<file path="src/rtl/regfile_pkg.sv">
// Shared constants, register names and the write-port arbitration helper
// for the multi-ported register file.
package regfile_pkg;

  localparam int DATA_W     = 32;
  localparam int ADDR_W     = 5;
  localparam int MAX_WR     = 8;
  localparam int MAX_ADDR_W = 16;

  localparam logic [ADDR_W-1:0] REG_ZERO = 5'd0;
  localparam logic [ADDR_W-1:0] REG_RA   = 5'd1;
  localparam logic [ADDR_W-1:0] REG_SP   = 5'd2;
  localparam logic [ADDR_W-1:0] REG_A0   = 5'd10;
  localparam logic [ADDR_W-1:0] REG_A7   = 5'd17;

  typedef struct packed {
    logic       hit;
    logic [2:0] idx;
  } wr_win_t;

  // Callers zero-pad we/rd up to MAX_WR ports. The scan runs upward, so the
  // last match it records is the highest-indexed port.
  function automatic wr_win_t f_wr_winner(
    input logic [MAX_WR-1:0]                 we,
    input logic [MAX_WR-1:0][MAX_ADDR_W-1:0] rd,
    input logic [MAX_ADDR_W-1:0]             addr
  );
    wr_win_t w;
    w = '0;
    for (int j = 0; j < MAX_WR; j++) begin
      if (we[j] && rd[j] == addr) begin
        w.hit = 1'b1;
        w.idx = 3'(j);
      end
    end
    return w;
  endfunction

endpackage

</file>
<file path="src/rtl/regfile_mp_if.sv">
// Decode/writeback-facing bus of the multi-ported register file.
interface regfile_mp_if #(
  parameter int DATA_W = regfile_pkg::DATA_W,
  parameter int ADDR_W = regfile_pkg::ADDR_W,
  parameter int NRD    = 2,
  parameter int NWR    = 1
);
  logic [NRD-1:0][ADDR_W-1:0] rs;
  logic [NRD-1:0][DATA_W-1:0] rdata;
  logic [NRD-1:0]             rs_busy;
  logic [NWR-1:0]             we;
  logic [NWR-1:0][ADDR_W-1:0] rd;
  logic [NWR-1:0][DATA_W-1:0] din;
  logic                       iss_valid;
  logic [ADDR_W-1:0]          iss_rd;
  logic [ADDR_W-1:0]          dbg_sel;
  logic [DATA_W-1:0]          dbg_data;

  modport master (
    output rs, we, rd, din, iss_valid, iss_rd, dbg_sel,
    input  rdata, rs_busy, dbg_data
  );

  modport slave (
    input  rs, we, rd, din, iss_valid, iss_rd, dbg_sel,
    output rdata, rs_busy, dbg_data
  );
endinterface

</file>
<file path="src/rtl/regfile_scoreboard.sv">
// Per-register busy bits used for RAW hazard detection.
// An issue to a register overrides a write that clears it in the same cycle.
module regfile_scoreboard #(
  parameter int ADDR_W = regfile_pkg::ADDR_W,
  parameter int NRD    = 2,
  parameter int BYPASS = 1
) (
  input  logic                       clk,
  input  logic                       rst_n,
  input  logic                       iss_valid,
  input  logic [ADDR_W-1:0]          iss_rd,
  input  logic [2**ADDR_W-1:0]       clr,
  input  logic [NRD-1:0][ADDR_W-1:0] rs,
  output logic [NRD-1:0]             rs_busy
);
  localparam int DEPTH = 2**ADDR_W;

  logic [DEPTH-1:0] busy;

  always_ff @(posedge clk or negedge rst_n) begin
    if (!rst_n) begin
      busy <= '0;
    end else begin
      for (int k = 1; k < DEPTH; k++)
        busy[k] <= (iss_valid && iss_rd == ADDR_W'(k)) || (busy[k] && !clr[k]);
    end
  end

  always_comb begin
    rs_busy = '0;
    for (int i = 0; i < NRD; i++)
      rs_busy[i] = (rs[i] != '0) && busy[rs[i]] && !((BYPASS != 0) && clr[rs[i]]);
  end

endmodule

</file>
<file path="src/rtl/regfile_mp.sv">
// Multi-ported register file: NRD combinational reads, NWR prioritised writes,
// optional write-to-read forwarding, x0 hardwired to zero, and a debug tap.
module regfile_mp
  import regfile_pkg::*;
#(
  parameter int DATA_W = regfile_pkg::DATA_W,
  parameter int ADDR_W = regfile_pkg::ADDR_W,
  parameter int NRD    = 2,
  parameter int NWR    = 1,
  parameter int BYPASS = 1
) (
  input logic         clk,
  input logic         rst_n,
  regfile_mp_if.slave bus
);
  localparam int DEPTH = 2**ADDR_W;

  logic [DATA_W-1:0]                mem     [DEPTH];
  logic [DATA_W-1:0]                wr_data [DEPTH];
  logic [DEPTH-1:0]                 wr_hit;
  logic [MAX_WR-1:0]                we_pad;
  logic [MAX_WR-1:0][MAX_ADDR_W-1:0] rd_pad;
  wr_win_t                          ww;
  wr_win_t                          rw;

  function automatic logic [DATA_W-1:0] f_pick(
    input logic [2:0]                   idx,
    input logic [NWR-1:0][DATA_W-1:0]   din
  );
    logic [DATA_W-1:0] v;
    v = '0;
    for (int j = 0; j < NWR; j++)
      if (int'(idx) == j) v = din[j];
    return v;
  endfunction

  always_comb begin
    we_pad = '0;
    rd_pad = '0;
    for (int j = 0; j < NWR; j++) begin
      we_pad[j] = bus.we[j];
      rd_pad[j] = MAX_ADDR_W'(bus.rd[j]);
    end
  end

  // Winning write port per register; x0 never takes a write.
  always_comb begin
    ww     = '0;
    wr_hit = '0;
    for (int k = 0; k < DEPTH; k++) begin
      ww         = f_wr_winner(we_pad, rd_pad, MAX_ADDR_W'(k));
      wr_hit[k]  = ww.hit && (k != 0);
      wr_data[k] = f_pick(ww.idx, bus.din);
    end
  end

  always_ff @(posedge clk or negedge rst_n) begin
    if (!rst_n) begin
      for (int k = 0; k < DEPTH; k++) mem[k] <= '0;
    end else begin
      for (int k = 1; k < DEPTH; k++)
        if (wr_hit[k]) mem[k] <= wr_data[k];
    end
  end

  // Forwarding is gated by rst_n so outputs read zero throughout reset.
  always_comb begin
    rw        = '0;
    bus.rdata = '0;
    for (int i = 0; i < NRD; i++) begin
      rw = f_wr_winner(we_pad, rd_pad, MAX_ADDR_W'(bus.rs[i]));
      bus.rdata[i] = (bus.rs[i] == '0) ? '0 : mem[bus.rs[i]];
      if ((BYPASS != 0) && rst_n && (bus.rs[i] != '0) && rw.hit)
        bus.rdata[i] = f_pick(rw.idx, bus.din);
    end
  end

  assign bus.dbg_data = (bus.dbg_sel == '0) ? '0 : mem[bus.dbg_sel];

  regfile_scoreboard #(
    .ADDR_W (ADDR_W),
    .NRD    (NRD),
    .BYPASS (BYPASS)
  ) u_sb (
    .clk       (clk),
    .rst_n     (rst_n),
    .iss_valid (bus.iss_valid),
    .iss_rd    (bus.iss_rd),
    .clr       (wr_hit),
    .rs        (bus.rs),
    .rs_busy   (bus.rs_busy)
  );

endmodule

</file>
<file path="src/flat_wrapper.sv">
// flat-port wrapper written by rule: the top's interface ports become plain ports
module regfile_mp_flat import regfile_pkg::*;
#(
  parameter int DATA_W = regfile_pkg::DATA_W,
  parameter int ADDR_W = regfile_pkg::ADDR_W,
  parameter int NRD    = 2,
  parameter int NWR    = 1,
  parameter int BYPASS = 1
)
  (clk, rst_n, bus_rs, bus_we, bus_rd, bus_din, bus_iss_valid, bus_iss_rd, bus_dbg_sel, bus_rdata, bus_rs_busy, bus_dbg_data);
  regfile_mp_if #(.DATA_W(DATA_W), .ADDR_W(ADDR_W), .NRD(NRD), .NWR(NWR)) bus_i ();
  input logic clk;
  input logic rst_n;
  input wire logic [$bits(bus_i.rs)-1:0] bus_rs;
  input wire logic [$bits(bus_i.we)-1:0] bus_we;
  input wire logic [$bits(bus_i.rd)-1:0] bus_rd;
  input wire logic [$bits(bus_i.din)-1:0] bus_din;
  input wire logic [$bits(bus_i.iss_valid)-1:0] bus_iss_valid;
  input wire logic [$bits(bus_i.iss_rd)-1:0] bus_iss_rd;
  input wire logic [$bits(bus_i.dbg_sel)-1:0] bus_dbg_sel;
  output wire logic [$bits(bus_i.rdata)-1:0] bus_rdata;
  output wire logic [$bits(bus_i.rs_busy)-1:0] bus_rs_busy;
  output wire logic [$bits(bus_i.dbg_data)-1:0] bus_dbg_data;
  assign bus_i.rs = bus_rs;
  assign bus_i.we = bus_we;
  assign bus_i.rd = bus_rd;
  assign bus_i.din = bus_din;
  assign bus_i.iss_valid = bus_iss_valid;
  assign bus_i.iss_rd = bus_iss_rd;
  assign bus_i.dbg_sel = bus_dbg_sel;
  assign bus_rdata = bus_i.rdata;
  assign bus_rs_busy = bus_i.rs_busy;
  assign bus_dbg_data = bus_i.dbg_data;
  regfile_mp #(.DATA_W(DATA_W), .ADDR_W(ADDR_W), .NRD(NRD), .NWR(NWR), .BYPASS(BYPASS)) u_core (.clk(clk), .rst_n(rst_n), .bus(bus_i));
endmodule
</file>
<file path="config.mk">
export PLATFORM = sky130hd
export DESIGN_NAME = regfile_mp_flat
export DESIGN_NICKNAME = d
export VERILOG_FILES = /design/src/rtl/regfile_pkg.sv /design/src/rtl/regfile_mp_if.sv /design/src/rtl/regfile_scoreboard.sv /design/src/rtl/regfile_mp.sv /design/src/flat_wrapper.sv
export SDC_FILE = /design/constraint.sdc
export NUM_CORES = 2
export LEC_CHECK = 0
export ABC_AREA = 0
export BUFFER_PORTS_ARGS = -buffer_cell sky130_fd_sc_hd__buf_2
export CAP_MARGIN = 0
export CORE_MARGIN = 4
export CORE_UTILIZATION = 66
export CTS_CLUSTER_DIAMETER = 100
export DETAILED_ROUTE_END_ITERATION = 10
export PLACE_DENSITY = 0.84
export SLEW_MARGIN = 15
export SYNTH_ARGS = -nofsm -noshare
export SYNTH_HDL_FRONTEND = slang
export SYNTH_HIERARCHICAL = 1
export SYNTH_SLANG_ARGS = --single-unit
</file>
<file path="constraint.sdc">
create_clock -name clk -period 8.7 [get_ports clk]
set_clock_uncertainty 0.2 [all_clocks]
set_input_delay 1.305 -clock clk [delete_from_list [all_inputs] [get_ports clk]]
set_output_delay 1.305 -clock clk [all_outputs]
set_load 0.005 [all_outputs]
</file>
**After elaboration in Yosys (flattened, before gate mapping)**

Cells that the tools add are included.

- Bits in registers: 1,023
- Output and inout port bits: 98
- Logic and storage cells: 397

- Order comparisons: 5
- Equal/unequal tests: 64
- Muxes and demuxes: 88
- Bitwise gates (word level): 3
- Reduce and logical (&&, ||, !) cells: 205

Operators with widths:

| kind | number |
|---|---|
| $mux 32 | 44 |
| $bmux 32 s5 | 3 |
| $eq 5x5->1 const B | 32 |
| $mux 4 | 33 |
| $logic_and 1x1->1 | 103 |
| $logic_not 3->1 | 33 |
| $eq 5x4->1 const B | 16 |
| $eq 5x3->1 const B | 8 |
| $logic_not 1->1 | 33 |
| $logic_or 1x1->1 | 31 |
| $bmux 1 s5 | 4 |
| $eq 5x2->1 const B | 4 |
| $ge 6x6->1 const B | 3 |
| $not 5->6 | 3 |
| $logic_not 5->1 | 3 |
| $lt 5x6->1 const B | 2 |
| $eq 5x1->1 const B | 2 |
| $eq 5x5->1 | 2 |
| $reduce_bool 5->1 | 2 |
| $mux 1 | 4 |

**Logic depth before layout (Yosys ltp)**

- Word-level depth: 7
- Mapped depth: 12
- Mapped depth without buffers: 9

**Modules after synthesis**

The synthesis kept the hierarchy.

Modules (own cells, without submodules):

| module | times used | cells an instance | area each (µm²) | sequential area each (µm²) |
|---|---|---|---|---|
| regfile_mp | 1 | 4,558 | 62,109.6 | 24,823.8 |
| regfile_scoreboard | 1 | 204 | 2,222.1 | 775.7 |

**Worst setup path before layout**

No wires, ideal clock.

- Path type: input -> output
- Start: input bus_rd[4]
- End: output bus_rs_busy[0]
- Data arrival time: 3.537 ns
- Data required time: 7.195 ns
- Slack: 3.658 ns
- Stages on the path: 12
- Cell sequence: buf_2 > nor2_1 > nand3_1 > or3_1 > clkbuf_1 > clkbuf_1 > inv_1 > mux4_1 > nor2b_1 > a211oi_2 > a31oi_1 > o311ai_2

- Word-level cells in the longest chain between the ends: 7

Ends and longest elaborated chain:

| what | line | source |
|---|---|---|
| start: declaration | flat_wrapper.sv:16 | `input wire logic [$bits(bus_i.rd)-1:0] bus_rd;` |
| $eq 5x3->1 | regfile_pkg.sv:31 | `if (we[j] && rd[j] == addr) begin` |
| $logic_and 1x1->1 | regfile_pkg.sv:31 |  |
| $mux 4 | regfile_pkg.sv:31 |  |
| named net u_core.wr_hit[4] | regfile_mp.sv:20 | `logic [DEPTH-1:0] wr_hit;` |
| $bmux 1 s5 | regfile_scoreboard.sv:32 | `rs_busy[i] = (rs[i] != '0) && busy[rs[i]] && !((BYPASS != 0) && clr[rs[i]]);` |
| $mux 1 (implied by the code) | regfile_scoreboard.sv:32 |  |
| $logic_not 1->1 | regfile_scoreboard.sv:32 |  |
| $logic_and 1x1->1 | regfile_scoreboard.sv:32 |  |
| end: declaration | flat_wrapper.sv:22 | `output wire logic [$bits(bus_i.rs_busy)-1:0] bus_rs_busy;` |

The timed path passes the listed nets, and every way through them passes these cells. The select of a mux whose other input is x is not followed.

**Worst setup path in the final report**

- Start: input bus_rs[6]
- End: output bus_rdata[35]

- Word-level cells in the longest chain between the ends: 6

Ends and longest elaborated chain:

| what | line | source |
|---|---|---|
| start: declaration | flat_wrapper.sv:14 | `input wire logic [$bits(bus_i.rs)-1:0] bus_rs;` |
| $not 5->6 (implied by the code) | regfile_mp.sv:72 | `bus.rdata[i] = (bus.rs[i] == '0) ? '0 : mem[bus.rs[i]];` |
| $bmux 32 s5 | regfile_mp.sv:72 |  |
| $mux 32 (implied by the code) (2 in series) | regfile_mp.sv:72 |  |
| $mux 32 | regfile_mp.sv:72 |  |
| $mux 32 (*) | regfile_mp.sv:73 | `if ((BYPASS != 0) && rst_n && (bus.rs[i] != '0) && rw.hit)` |
| end: declaration | flat_wrapper.sv:21 | `output wire logic [$bits(bus_i.rdata)-1:0] bus_rdata;` |

Mark *: on every way between the ends. The rest lies on a longest branch, timed or not. The select of a mux whose other input is x is not followed.

==> summary.md <==
## CTS
• **post-cts repair resize count** 0
• **clock slew seen by the registers of the worst setup and hold paths** 0.06 ns
• **TritonCTS clock tree** yes
• **H-tree depth** 3
• **CTS Hold Bufs** 0
• **Num CTS Buffers** 109
• **Sink Count** 1023
• **Post CTS Setup Buffer Count** 0
• **worst-case clock buffer depth** 3
• **root buffer cell** sky130_fd_sc_hd__clkbuf_16
• **worst-skew pair later-pin latency** 0.72 ns

## STA
• **Hold Violations, Final** 0
• **Final Critical Period** 6.84 ns
• **worst-margin pin slew** 1.40 ns
• **maximum clock frequency** 146 MHz
• **final worst-path cycle share** 78.6%
• **setup repair after global routing missed its margin** no
• **Max Transition Viols Final** 0
• **Slew Limit Headroom** 6.55%
• **Worst Hold Margin** 0.318 ns
• **total setup violations reported at the end of the flow** 0
• **setup total negative slack** 0 ns

## Logic synthesis
• **distinct cell type count of the synthesized netlist** 58
• **sequential-to-total area share from yosys stat** 39.8%
• **Seq cells post-synth** 1023
• **share of synthesized registers carrying an async set or reset** 100%
• **area share of the leading cell type in the synthesized netlist** 39.8%
• **Post-synth top cells** 1044 x sky130_fd_sc_hd__mux2_2, 1023 x sky130_fd_sc_hd__dfrtp_1, 670 x sky130_fd_sc_hd__mux4_2
• **count leader, synth** sky130_fd_sc_hd__mux2_2
• **instance count of the mapped netlist** 4762
• **number of synthesized flops with an enable pin** 0
• **Yosys Warn Count** 72
• **top cells by area, synth** sky130_fd_sc_hd__dfrtp_1 40%, sky130_fd_sc_hd__mux4_2 23%, sky130_fd_sc_hd__mux2_2 18%
• **most instantiated flip-flop cell in the synthesis netlist** sky130_fd_sc_hd__dfrtp_1
• **post-synth top area cell** sky130_fd_sc_hd__dfrtp_1
• **mapped cell area** 64300 sq um
• **average cell area after synthesis** 13.5 sq um

## Critical path
• **crit path kind** input port to output port
• **Crit-path slowest cell** sky130_fd_sc_hd__nor3b_4
• **biggest fanout along the worst timing path** 57
• **critical path capture point type** output port
• **Slowest Stage Delay on Critical Path** 1.14 ns
• **critical path's top delay family** buffers and inverters
• **Critical Path Start Type** input port
• **FF-to-FF setup slack** 7.66 ns
• **arrival time of data at the critical path endpoint** 5.33 ns
• **chain of cells forming the critical path** buf_8 -> or2_2 -> or4_2 -> buf_4 -> nor3b_4 -> buf_4 -> a22oi_1 -> a22oi_1 -> buf_2
• **source of the critical timing path** bus_rs[6]
• **required time worst endpoint** 7.19 ns
• **worst path bufs/invs** 4
• **startpoint of the most critical register-to-register path** u_core/mem[21]

## Drt
• **Pre-Repair DR Iteration Count** 8
• **total wire length after detailed routing** 217000 microns
• **Detailed Route Iter0 Violations** 7725
• **residual DRC count** 0
• **drt via density** 8.11
• **routed via count** 48400
• **count of antenna-violating nets left after detailed routing** 0
• **average wire per cell in the routed design** 36.4 microns

## Floorplan
• **Die Span X** 320 microns
• **total die area** 103000 sq um
• **cell row count** 114
• **Die Span Y** 320 microns
• **I/O pin count** 159
• **core area** 96700 sq um
• **Initial Util** 66.5%

## Min path
• **startpoint of the lowest-slack hold path** u_core/u_sb/busy[22]
• **class of the tightest hold or removal check** flop to flop

## Global routing
• **global-route usage over all layers** 42.2%
• **pin count of the biggest net entering global routing** 169
• **number of global-route vias before repair** 49100
• **global-route wire length before repair** 321000 microns
• **overflow left after global routing** 0
• **initial antenna violation count** 10

## Placed design
• **Post-DP HPWL** 117000 microns
• **GPL Wtd Cong** 0.886
• **buffers added on ports** 158
• **Placed Cells** 5761

## Finish
• **final cell count without fillers** 5965
• **fill cell instance count of the final layout** 6007
• **sequential standard cell area** 25600 sq um
• **Area growth syn-to-layout** 7.86%
• **post-layout net count** 4657
• **share of final-layout standard cells stronger than drive strength 1** 47.2%
• **area used by multi-input combinational logic** 36500 sq um

## Status
• **run status** completed

## Pwr
• **power density over the cells** 224 nW/um^2
• **Leak** 29.8 nW
• **worst vdd rail ir drop** 0.170 mV

## Job
• **max_cap viols** 0

power by group:
part           internal (mW)  total [mW]  switching [mW]
combinational           2.26        3.88            1.63
clock                   2.91        4.98            2.07
sequential              5.69        6.65           0.957
total                   10.9        15.5            4.66
placed cells by master (no fill, tap or decap), types with 24 or more instances in the layout:
cell                        instances
sky130_fd_sc_hd__nand4_1           64
sky130_fd_sc_hd__mux4_2           670
sky130_fd_sc_hd__o21ai_0           40
sky130_fd_sc_hd__clkinv_2          29
sky130_fd_sc_hd__o211ai_1          25
sky130_fd_sc_hd__clkbuf_16        112
sky130_fd_sc_hd__mux2_2          1044
sky130_fd_sc_hd__mux2i_1          247
sky130_fd_sc_hd__o22ai_1           36
sky130_fd_sc_hd__nor2_1            67
sky130_fd_sc_hd__dfrtp_1         1023
sky130_fd_sc_hd__a32o_1            31
sky130_fd_sc_hd__a221o_1           50
sky130_fd_sc_hd__buf_4             85
sky130_fd_sc_hd__a22oi_1           62
sky130_fd_sc_hd__nand2_1          444
sky130_fd_sc_hd__o221ai_1          24
sky130_fd_sc_hd__inv_1             39
sky130_fd_sc_hd__a21oi_1          121
sky130_fd_sc_hd__buf_2            144
sky130_fd_sc_hd__a22o_1            35
through the flow:
stage,total power [mW],util (%),area (sq um),worst slack (ns)
3_3_place_gp,10.2,67.8,65600,1.97
4_1_cts,15.4,71.7,69400,1.81
2_1_floorplan,9.26,-,64300,3.66
5_1_grt,16.0,71.7,69400,2.03
3_5_place_dp,10.4,67.8,65600,1.84
6_report,15.5,71.8,69400,1.86
cell type report:
class,instances,area share (%)
antenna,5,0.0180
timing repair buffer,251,2.51
tap,1276,2.30
clock inverter,57,1.01
multi-input combinational,3168,52.6
sequential,1023,36.9
clock buffer,142,4.45
inverter,43,0.234
per-layer routing:
layer | vias up | global-route usage [%] | wire, microns
met1 | 24500 | 54.3 | 72300
met2 | 4445 | 59.4 | 91700
met5 | - | 0 | 71
met3 | 1230 | 17.6 | 35100
met4 | 10 | 27.5 | 17800
li1 | 18200 | - | -
tightest hold or removal path: stages, from the launching register on:
cell and delay [ns]:
sky130_fd_sc_hd__dfrtp_1 0.34, sky130_fd_sc_hd__nand2b_1 0.07, sky130_fd_sc_hd__o21ai_0 0.07
registers in the layout, indices dropped and copies added (netlist names):
register          flops
u_core/u_sb/busy     31
u_core/mem          992
path summary, 6_finish.rpt:
| check | endpoint | cells after the start |
|---|---|---|
| setup reg to reg | u_core/mem[21] | 1 |
| max in group asynchronous | u_core/mem[569] | 5 |
| hold / removal | u_core/u_sb/busy[22] | 2 |
| hold reg to reg | u_core/u_sb/busy[22] | 2 |
| setup / recovery | bus_rdata[35] | 9 |
| min in group asynchronous | u_core/u_sb/busy[29] | 1 |
cell families (layout without fill, tap and decap cells):
logic type | after synthesis | count (layout) | share of synthesized area (%)
muxes | 1969 | 1969 | 45.9
DFF | 1023 | 1023 | 39.8
and+or+nand+nor | 686 | 686 | 4.58
buffers and inverters | 572 | 493 | 3.86
AOI/OAI and AO/OA | 501 | 501 | 5.72
xor gates and xnor gates | 10 | 10 | 0.136
other | 1 | 7 | 0.00583
(Power assumes the default switching activity.)
